### config.mk
export PLATFORM = sky130hd
export DESIGN_NAME = verinject_ff_inject_controller
export DESIGN_NICKNAME = d
export VERILOG_FILES = /design/src/rtl/verinject_pkg.sv /design/src/rtl/verinject_cmd_fifo.sv /design/src/rtl/verinject_ff_inject_controller.sv
export SDC_FILE = /design/constraint.sdc
export NUM_CORES = 1
export LEC_CHECK = 0
export CORE_MARGIN = 4
export CORE_UTILIZATION = 62
export DETAILED_ROUTE_END_ITERATION = 10
export PLACE_DENSITY = 0.84
export SLEW_MARGIN = 5
export SYNTH_ARGS = -nofsm -noshare
export SYNTH_HDL_FRONTEND = slang
export SYNTH_SLANG_ARGS = --single-unit
### constraint.sdc
create_clock -name clock -period 8.6 [get_ports clock]
set_input_delay 1.72 -clock clock [delete_from_list [all_inputs] [get_ports clock]]
set_output_delay 1.72 -clock clock [all_outputs]
set_load 0.03 [all_outputs]
### src/rtl/verinject_pkg.sv
// Shared definitions for the flop fault-injection controller: FSM encoding,
// command record layout and the default "no injection" value.
package verinject_pkg;

  // Value broadcast on the injector bus when nothing is being flipped.
  localparam logic [31:0] IdleStateDefault = 32'hFFFF_FFFF;

  // Width of one queued command record (bit 32 + delay 32 + duration 16).
  localparam int unsigned CmdWidth = 80;

  typedef enum logic [1:0] {
    StIdle,
    StWait,
    StInject
  } fsm_state_e;

  typedef struct packed {
    logic [31:0] bit_idx;
    logic [31:0] delay;
    logic [15:0] duration;
  } cmd_t;

  // Hold counter preload: a zero duration still injects for one cycle.
  function automatic logic [31:0] hold_count(input logic [15:0] duration);
    return (duration == 16'd0) ? 32'd0 : {16'd0, duration - 16'd1};
  endfunction

endpackage

### src/rtl/verinject_cmd_fifo.sv
// Synchronous command FIFO with flush; pointers carry an extra wrap bit so
// full and empty are distinguished without a separate occupancy counter.
module verinject_cmd_fifo #(
  parameter int unsigned DEPTH = 4,
  parameter int unsigned WIDTH = 80
) (
  input  logic             i_clk,
  input  logic             i_rst,
  input  logic             i_flush,
  input  logic             i_push,
  input  logic [WIDTH-1:0] i_wdata,
  input  logic             i_pop,
  output logic [WIDTH-1:0] o_rdata,
  output logic             o_full,
  output logic             o_empty
);

  localparam int unsigned AW = $clog2(DEPTH);

  logic [WIDTH-1:0] r_mem [DEPTH];
  logic [AW:0]      r_wptr;
  logic [AW:0]      r_rptr;
  logic             w_push_ok;
  logic             w_pop_ok;

  assign o_empty   = (r_wptr == r_rptr);
  assign o_full    = (r_wptr[AW] != r_rptr[AW]) && (r_wptr[AW-1:0] == r_rptr[AW-1:0]);
  assign w_push_ok = i_push && !o_full;
  assign w_pop_ok  = i_pop && !o_empty;
  assign o_rdata   = r_mem[r_rptr[AW-1:0]];

  // Storage array; contents need no reset since pointers gate visibility.
  always_ff @(posedge i_clk) begin
    if (w_push_ok) begin
      r_mem[r_wptr[AW-1:0]] <= i_wdata;
    end
  end

  // Pointer update: reset and flush both empty the queue.
  always_ff @(posedge i_clk) begin
    if (i_rst || i_flush) begin
      r_wptr <= '0;
      r_rptr <= '0;
    end else begin
      if (w_push_ok) r_wptr <= r_wptr + (AW+1)'(1);
      if (w_pop_ok)  r_rptr <= r_rptr + (AW+1)'(1);
    end
  end

endmodule

### src/rtl/verinject_ff_inject_controller.sv
// Fault-injection controller: queues flop-flip commands, waits a programmed
// delay after each pop, then drives the target bit index onto the injector
// bus for the programmed duration.
module verinject_ff_inject_controller
  import verinject_pkg::*;
#(
  parameter int unsigned MAX_BIT    = 1024,
  parameter logic [31:0] IDLE_STATE = IdleStateDefault,
  parameter int unsigned DEPTH      = 4
) (
  input  logic        clock,
  input  logic        reset,
  input  logic        cmd_valid,
  output logic        cmd_ready,
  input  logic [31:0] cmd_bit,
  input  logic [31:0] cmd_delay,
  input  logic [15:0] cmd_duration,
  input  logic        abort,
  output logic [31:0] verinject__injector_state,
  output logic        busy,
  output logic        inject_active,
  output logic        done,
  output logic        cmd_error,
  output logic [31:0] injection_count
);

  localparam logic [31:0] MaxBitW = 32'(MAX_BIT);

  fsm_state_e r_state, w_state_d;
  logic [31:0] r_cnt, w_cnt_d;
  logic [31:0] r_bit, w_bit_d;
  logic [15:0] r_dur, w_dur_d;
  logic [31:0] r_out, w_out_d;
  logic [31:0] r_count, w_count_d;
  logic        r_done, w_done_d;
  logic        r_err;

  logic                w_full;
  logic                w_empty;
  logic                w_hs;
  logic                w_in_range;
  logic                w_push;
  logic                w_pop;
  logic [CmdWidth-1:0] w_head_raw;
  cmd_t                w_head;
  cmd_t                w_new_cmd;

  assign cmd_ready  = !w_full && !abort;
  assign w_hs       = cmd_valid && cmd_ready;
  assign w_in_range = (cmd_bit < MaxBitW);
  assign w_push     = w_hs && w_in_range;
  assign w_head     = w_head_raw;
  assign w_new_cmd  = '{bit_idx: cmd_bit, delay: cmd_delay, duration: cmd_duration};

  verinject_cmd_fifo #(
    .DEPTH (DEPTH),
    .WIDTH (CmdWidth)
  ) u_fifo (
    .i_clk   (clock),
    .i_rst   (reset),
    .i_flush (abort),
    .i_push  (w_push),
    .i_wdata (w_new_cmd),
    .i_pop   (w_pop),
    .o_rdata (w_head_raw),
    .o_full  (w_full),
    .o_empty (w_empty)
  );

  // Next-state logic: sequencing of pop, delay countdown and injection hold.
  always_comb begin
    w_state_d = r_state;
    w_cnt_d   = r_cnt;
    w_bit_d   = r_bit;
    w_dur_d   = r_dur;
    w_out_d   = r_out;
    w_count_d = r_count;
    w_done_d  = 1'b0;
    w_pop     = 1'b0;
    unique case (r_state)
      StIdle: begin
        if (!w_empty) begin
          w_pop     = 1'b1;
          w_cnt_d   = w_head.delay;
          w_bit_d   = w_head.bit_idx;
          w_dur_d   = w_head.duration;
          w_state_d = StWait;
        end
      end
      StWait: begin
        if (r_cnt != 32'd0) begin
          w_cnt_d = r_cnt - 32'd1;
        end else begin
          w_state_d = StInject;
          w_out_d   = r_bit;
          w_cnt_d   = hold_count(r_dur);
          if (r_count != 32'hFFFF_FFFF) w_count_d = r_count + 32'd1;
        end
      end
      StInject: begin
        if (r_cnt != 32'd0) begin
          w_cnt_d = r_cnt - 32'd1;
        end else begin
          w_out_d  = IDLE_STATE;
          w_done_d = 1'b1;
          // Chaining straight into WAIT still leaves at least one idle cycle
          // on the bus, because WAIT always spends one edge before injecting.
          if (!w_empty) begin
            w_pop     = 1'b1;
            w_cnt_d   = w_head.delay;
            w_bit_d   = w_head.bit_idx;
            w_dur_d   = w_head.duration;
            w_state_d = StWait;
          end else begin
            w_state_d = StIdle;
          end
        end
      end
      default: w_state_d = StIdle;
    endcase
    // Abort overrides everything except reset; the count is left untouched.
    if (abort) begin
      w_state_d = StIdle;
      w_cnt_d   = 32'd0;
      w_out_d   = IDLE_STATE;
      w_done_d  = 1'b0;
      w_pop     = 1'b0;
      w_count_d = r_count;
    end
  end

  // State registers with synchronous active-high reset.
  always_ff @(posedge clock) begin
    if (reset) begin
      r_state <= StIdle;
      r_cnt   <= 32'd0;
      r_bit   <= 32'd0;
      r_dur   <= 16'd0;
      r_out   <= IDLE_STATE;
      r_count <= 32'd0;
      r_done  <= 1'b0;
      r_err   <= 1'b0;
    end else begin
      r_state <= w_state_d;
      r_cnt   <= w_cnt_d;
      r_bit   <= w_bit_d;
      r_dur   <= w_dur_d;
      r_out   <= w_out_d;
      r_count <= w_count_d;
      r_done  <= w_done_d;
      r_err   <= w_hs && !w_in_range;
    end
  end

  assign verinject__injector_state = r_out;
  assign injection_count           = r_count;
  assign done                      = r_done;
  assign cmd_error                 = r_err;
  assign busy                      = (r_state != StIdle) || !w_empty;
  assign inject_active             = (r_out != IDLE_STATE);

endmodule

=== After elaboration in Yosys (flattened, before gate mapping) ===
Memory sizes are Yosys's and may differ from the RTL's. A register that Yosys moved wholly into a read port is not among the register bits.
Cells that the tools add are included.

* Bits in latches: 0
* Bits in writable memories: 320
* ROM bits: 0
* Word-level logic and storage cells: 84
* Memories: 1
* Bits in registers: 154

* $mul: 0
* Equal/unequal tests: 10
* Bitwise gates (word level): 3
* Magnitude comparators: 1
* Add/sub/neg operators: 5
* Shift-type cells: 0
* Div/mod/pow operators: 0
* Muxes and demuxes: 28
* Reduce and logical (&&, ||, !) cells: 26

{| class="wikitable"
|+ Memories
! memory !! words !! width !! read ports !! clocked after Yosys merged registers in !! wr ports !! line !! source
|-
| u_fifo.r_mem || 4 || 80 || 1 || 1 || 1 || verinject_cmd_fifo.sv:20 || <nowiki>logic [WIDTH-1:0] r_mem [DEPTH];</nowiki>
|}

{| class="wikitable"
|+ Operators with widths
! operator !! count
|-
| $mux W32 || 7
|-
| $pmux W32 S2 || 2
|-
| $pmux W32 S3 || 1
|-
| $ne A32 B32 Y1 const B || 2
|-
| $mux W16 || 3
|-
| $add A32 B1 Y32 const B || 1
|-
| $lt A32 B11 Y1 const B || 1
|-
| $pmux W16 S2 || 1
|-
| $reduce_bool A32 Y1 || 1
|-
| $sub A32 B1 Y32 const B || 1
|-
| $logic_not A16 Y1 || 1
|-
| $sub A16 B1 Y16 const B || 1
|-
| $mux W2 || 5
|-
| $logic_and A1 B1 Y1 || 7
|-
| $mux W1 || 7
|-
| $add A3 B1 Y3 const B || 2
|-
| $ne A2 B2 Y1 const B || 3
|-
| $pmux W2 S3 || 1
|-
| $reduce_and A3 Y1 || 2
|-
| $reduce_bool A2 Y1 || 3
|-
| $logic_not A1 Y1 || 4
|-
| $reduce_and A4 Y1 || 1
|-
| $eq A3 B3 Y1 || 1
|-
| $not A1 Y1 || 3
|-
| other kinds (11) || 12
|}

=== Depth between registers and ports, before layout ===
* Word-level depth: 9
* Gate-level depth with buffers: 11

=== Cells and area by module ===
Synthesis repeated with hierarchy kept, for this count alone.

* Cell total of the unflattened synthesis: 1462
* Area, all modules: 19631.3 µm²

{| class="wikitable"
|+ By module, submodules not included
! module !! instances !! area each (µm²) !! cells each !! seq. area each (µm²)
|-
| verinject_cmd_fifo || 1 || 12065.3 || 486 || 9769.4
|-
| verinject_ff_inject_controller || 1 || 7566.0 || 976 || 2962.8
|}

=== Worst setup path before layout ===
No wires, ideal clock.

* Path type: input-to-reg
* Start point: input port cmd_bit[30]
* End point: memory u_fifo.r_mem[3][0] (enable)
* Setup slack: 3620 ps
* Arrival: 4531 ps
* Stages on the path: 4
* Buffers on the path: 0
* Library setup time: 449 ps
* Cell sequence: nor4_1 -> nand4_1 -> nor3_1 -> and2_1

* Cells in the longest elaborated chain, start to end: 5

{| class="wikitable"
|+ RTL lines
! item !! line !! source
|-
| start: declaration || verinject_ff_inject_controller.sv:15 || <nowiki>input logic [31:0] cmd_bit,</nowiki>
|-
| $lt A32 B11 Y1 || verinject_ff_inject_controller.sv:50 || <nowiki>assign w_in_range = (cmd_bit < MaxBitW);</nowiki>
|-
| $logic_and A1 B1 Y1 || verinject_ff_inject_controller.sv:51 || <nowiki>assign w_push = w_hs && w_in_range;</nowiki>
|-
| $logic_and A1 B1 Y1 || verinject_cmd_fifo.sv:28 || <nowiki>assign w_push_ok = i_push && !o_full;</nowiki>
|-
| $mux W1 || verinject_cmd_fifo.sv:34 || <nowiki>if (w_push_ok) begin</nowiki>
|-
| $mux W1 (implied by the code) || verinject_cmd_fifo.sv:35 || <nowiki>r_mem[r_wptr[AW-1:0]] <= i_wdata;</nowiki>
|-
| end: declaration || verinject_cmd_fifo.sv:20 ||
|}

No other way between the ends.

=== Worst setup path after layout ===
* Start point: input port cmd_bit[18]
* End point: memory u_fifo.r_mem[2][10] (enable)

Same word-level chain as after synthesis.

==> results.py <==
metrics = {
    "setup_path": {
        "max_stage_delay_ns": 0.80,
        "critPathMaxFanout": 61,
        "critPathLaunchType": "input port",
        "path_buf_inv": 2,
        "cp.arrival_ns": 5.21,
        "endpoint_kind": "register",
        "cpMaxStageDelayCell": "buf_4",
        "critPathTopFamily": "simple AND/OR/NAND/NOR gates",
        "path_cells": "clkdlybuf4s50_1 > nor4_1 > nand4_1 > nor3_1 > and2_4 > buf_4",
        "worstSetupPathType": "input port to register",
        "critical_path_required_ns": 8.77,
    },
    "clock_tree": {
        "root_buffer": "clkbuf_16",
        "clock_latency_ns": 0.56,
        "post_cts_resized": 0,
        "cts_buffer_depth": 3,
        "cts_buffers": 46,
        "cts_sinks": 476,
        "hold_buffers": 0,
        "cts_tree": "yes",
        "cts_setup_buffers": 0,
        "cts.reportedPaths.clkPinSlew_ns": 0.07,
        "ctsHtreeMaxLevel": 2,
    },
    "placed_design": {
        "place.gp.congestion": 0.9056,
        "dp_slack_ns": 3.055,
        "hpwl_mm": 26.93,
        "port_buffers": 152,
    },
    "global_routing": {
        "grt_pass1_wl_mm": 69.18,
        "overflow": 0,
        "grt_pass1_vias": 12500,
        "grt_max_degree": 85,
        "antenna_found_initial": 1,
        "grt_use_total": 0.2588,
    },
    "route": {
        "drcViolationCount": 0,
        "wl_per_cell_um": 22.04,
        "wirelength_mm": 44.23,
        "dr_total_vias": 12680,
        "antenna_left": 0,
        "met3WireLength_mm": 3.581,
        "drt-initial-drc-count": 1466,
        "wl_met2_mm": 22.06,
        "drt-met1-wl_mm": 16.94,
        "first_pass_iters": 7,
        "via_per_inst": 6.319,
        "highest_layer": "met4",
    },
    "yosys": {
        "seq_area_frac_synth": 0.6636,
        "synthMuxAreaShare": 0.09971,
        "syn-mean-instance-area_um2": 13.37,
        "synth-seq-cells": 476,
        "synth-edff-count": 320,
        "syn_inst": 1435,
        "synthArstFlopShare": 0,
        "synth_cell_types": 63,
        "synth_xor_area_frac": 0.01917,
        "synth_fp_nets": 1532,
        "synth-compound-area-share": 0.06215,
        "synth_top_family_by_area": "simple AND/OR/NAND/NOR gates",
        "synthAdderAreaFrac": 0.008478,
        "synth_ff_type": "edfxtp_1",
        "netlist_area_um2": 19190,
        "synthSimpleGateAreaFrac": 0.1242,
        "yosysWarnings": 0,
    },
    "timing": {
        "clock_skew_ns": 0.01488,
        "fin_ws_ns": 3.559,
        "fin_crit_ns": 5.041,
        "report.final.slew_viol_count": 0,
        "fin_crit_sh": 0.5861,
        "finalHoldViolations": 0,
        "setup_viol_count_final": 0,
        "slew_headroom": 0.2000,
        "rsz0062_at_grt": "false",
        "fmax_mhz": 198.4,
        "tightest_slew_ns": 1.189,
        "setup_tns_ns": 0,
    },
    "floorplan": {
        "boundaryPins": 153,
        "core_um2": 30590,
        "die_x_um": 183.9,
        "row_count": 64,
        "die_h_um": 183.9,
        "start_util": 0.6272,
        "dieArea_um2": 33820,
    },
    "power_and_ir_drop": {
        "p_leak_nw": 7.476,
        "powerDensity_nw_per_um2": 201.7,
        "vdd_drop_max_uv": 187.3,
    },
    "cells_and_area": {
        "fillCellCount": 1835,
        "drive_gt1_frac": 0.1217,
        "finalNetCount": 1669,
        "area_delta_synth_final_pct": 17.73,
    },
    "job": {
        "drv_cap": 0,
    },
    "min_path": {
        "hold_path.class": "register to register",
    },
    "status": {
        "outcome": "complete, no violations",
    },
}
==> Yosys cell counts, types with 23 or more instances <==
cell	number	share of area
a21oi_1	99	0.026
clkbuf_1	60	0.012
dfxtp_1	156	0.16
edfxtp_1	320	0.50
inv_1	25	0.0049
mux4_2	80	0.094
nand2_1	224	0.044
nand3_1	56	0.015
nand4_1	32	0.010
nor2_1	73	0.014
nor3_1	36	0.0094
nor4_1	23	0.0075
o21ai_0	37	0.0097
xor2_1	24	0.011
==> metal layers <==
| metal | vias up | track usage |
|---|---|---|
| li1 | 5700 | - |
| met1 | 6221 | 0.3506 |
| met2 | 659 | 0.4311 |
| met3 | 103 | 0.03680 |
| met4 | 0 | 0.09997 |
| met5 | - | 0 |
==> layout by cell type, fill, tap and decap left out, types with 37 or more instances in the layout <==
cell and instances:
nor2_1 72, nand2_1 224, o21ai_0 37, a21oi_1 99
nand3_1 56, mux4_2 80, clkdlybuf4s50_1 151, dfxtp_1 154
edfxtp_1 320, clkbuf_16 46
==> state kept, by name, indices dropped and copies added, names as in the netlist, 2 cells and up, named ones only <==
signal and flops:
r_state 2, r_cnt 32, verinject__injector_state 32, r_bit 32, injection_count 32, r_dur 16
u_fifo.r_rptr 3, u_fifo.r_mem 320, u_fifo.r_wptr 3
==> cell type report <==
type                            count  area (µm²)  share of cell area
Antenna cell                        1       2.502           0.0001108
Clock buffer                       51        1170             0.05179
Clock inverter                     35       370.4             0.01640
Inverter                           25       93.84            0.004155
Multi-Input combinational cell    853        6063              0.2684
Sequential cell                   476       12740              0.5640
Tap cell                          396       495.5             0.02194
Timing Repair Buffer              170        1652             0.07312
==> worst min-delay path: stages, from the launching register on <==
cell and delay (ns):
dfxtp_1 0.31, nand2_1 0.05, a21oi_1 0.05
==> through the flow <==
| stage | cell area, µm² | power, mW | utilization | hold slack, ns | std cells |
|---|---|---|---|---|---|
| 2_1_floorplan | 19190 | 2.501 | - | 0.4366 | 1435 |
| 3_3_place_gp | 21040 | 2.559 | 0.6880 | 0.4425 | 1920 |
| 3_5_place_dp | 21040 | 2.562 | 0.6880 | 0.4506 | 1920 |
| 4_1_cts | 22580 | 4.574 | 0.7383 | 0.4611 | 2006 |
| 5_1_grt | 22590 | 4.680 | 0.7384 | 0.4725 | 2007 |
| 6_report | 22590 | 4.555 | 0.7384 | 0.4598 | 2007 |
==> where the power goes <==
part	leakage (nW)	internal (mW)	switching [mW]	total (mW)
logic	2.59	0.0364	0.0407	0.0771
registers	4.13	2.44	0.0000850	2.44
clock network	0.757	1.20	0.843	2.04
==> logic make-up (layout without fill, tap and decap cells) <==
family / count (synthesis) / after routing
and+or+nand+nor: 500 / 500
DFF: 476 / 476
AOI/OAI and AO/OA: 207 / 207
buffers and inverters: 106 / 281
muxes: 91 / 91
xor gates and xnor gates: 42 / 42
adders and majority gates: 13 / 13
other: 0 / 1
==> final timing paths <==
check / cells past startpoint / slack [ns] / end / from
worst min register to register: 2 / 0.46 / r_bit[6] / r_bit[6]
worst max-delay path: 6 / 3.56 / u_fifo.r_mem[2][10] / cmd_bit[18]
worst min-delay path: 2 / 0.46 / r_bit[6] / r_bit[6]
worst max register to register: 9 / 4.51 / r_bit[14] / r_cnt[1]
No activity file was read; power rests on OpenSTA's default activity.
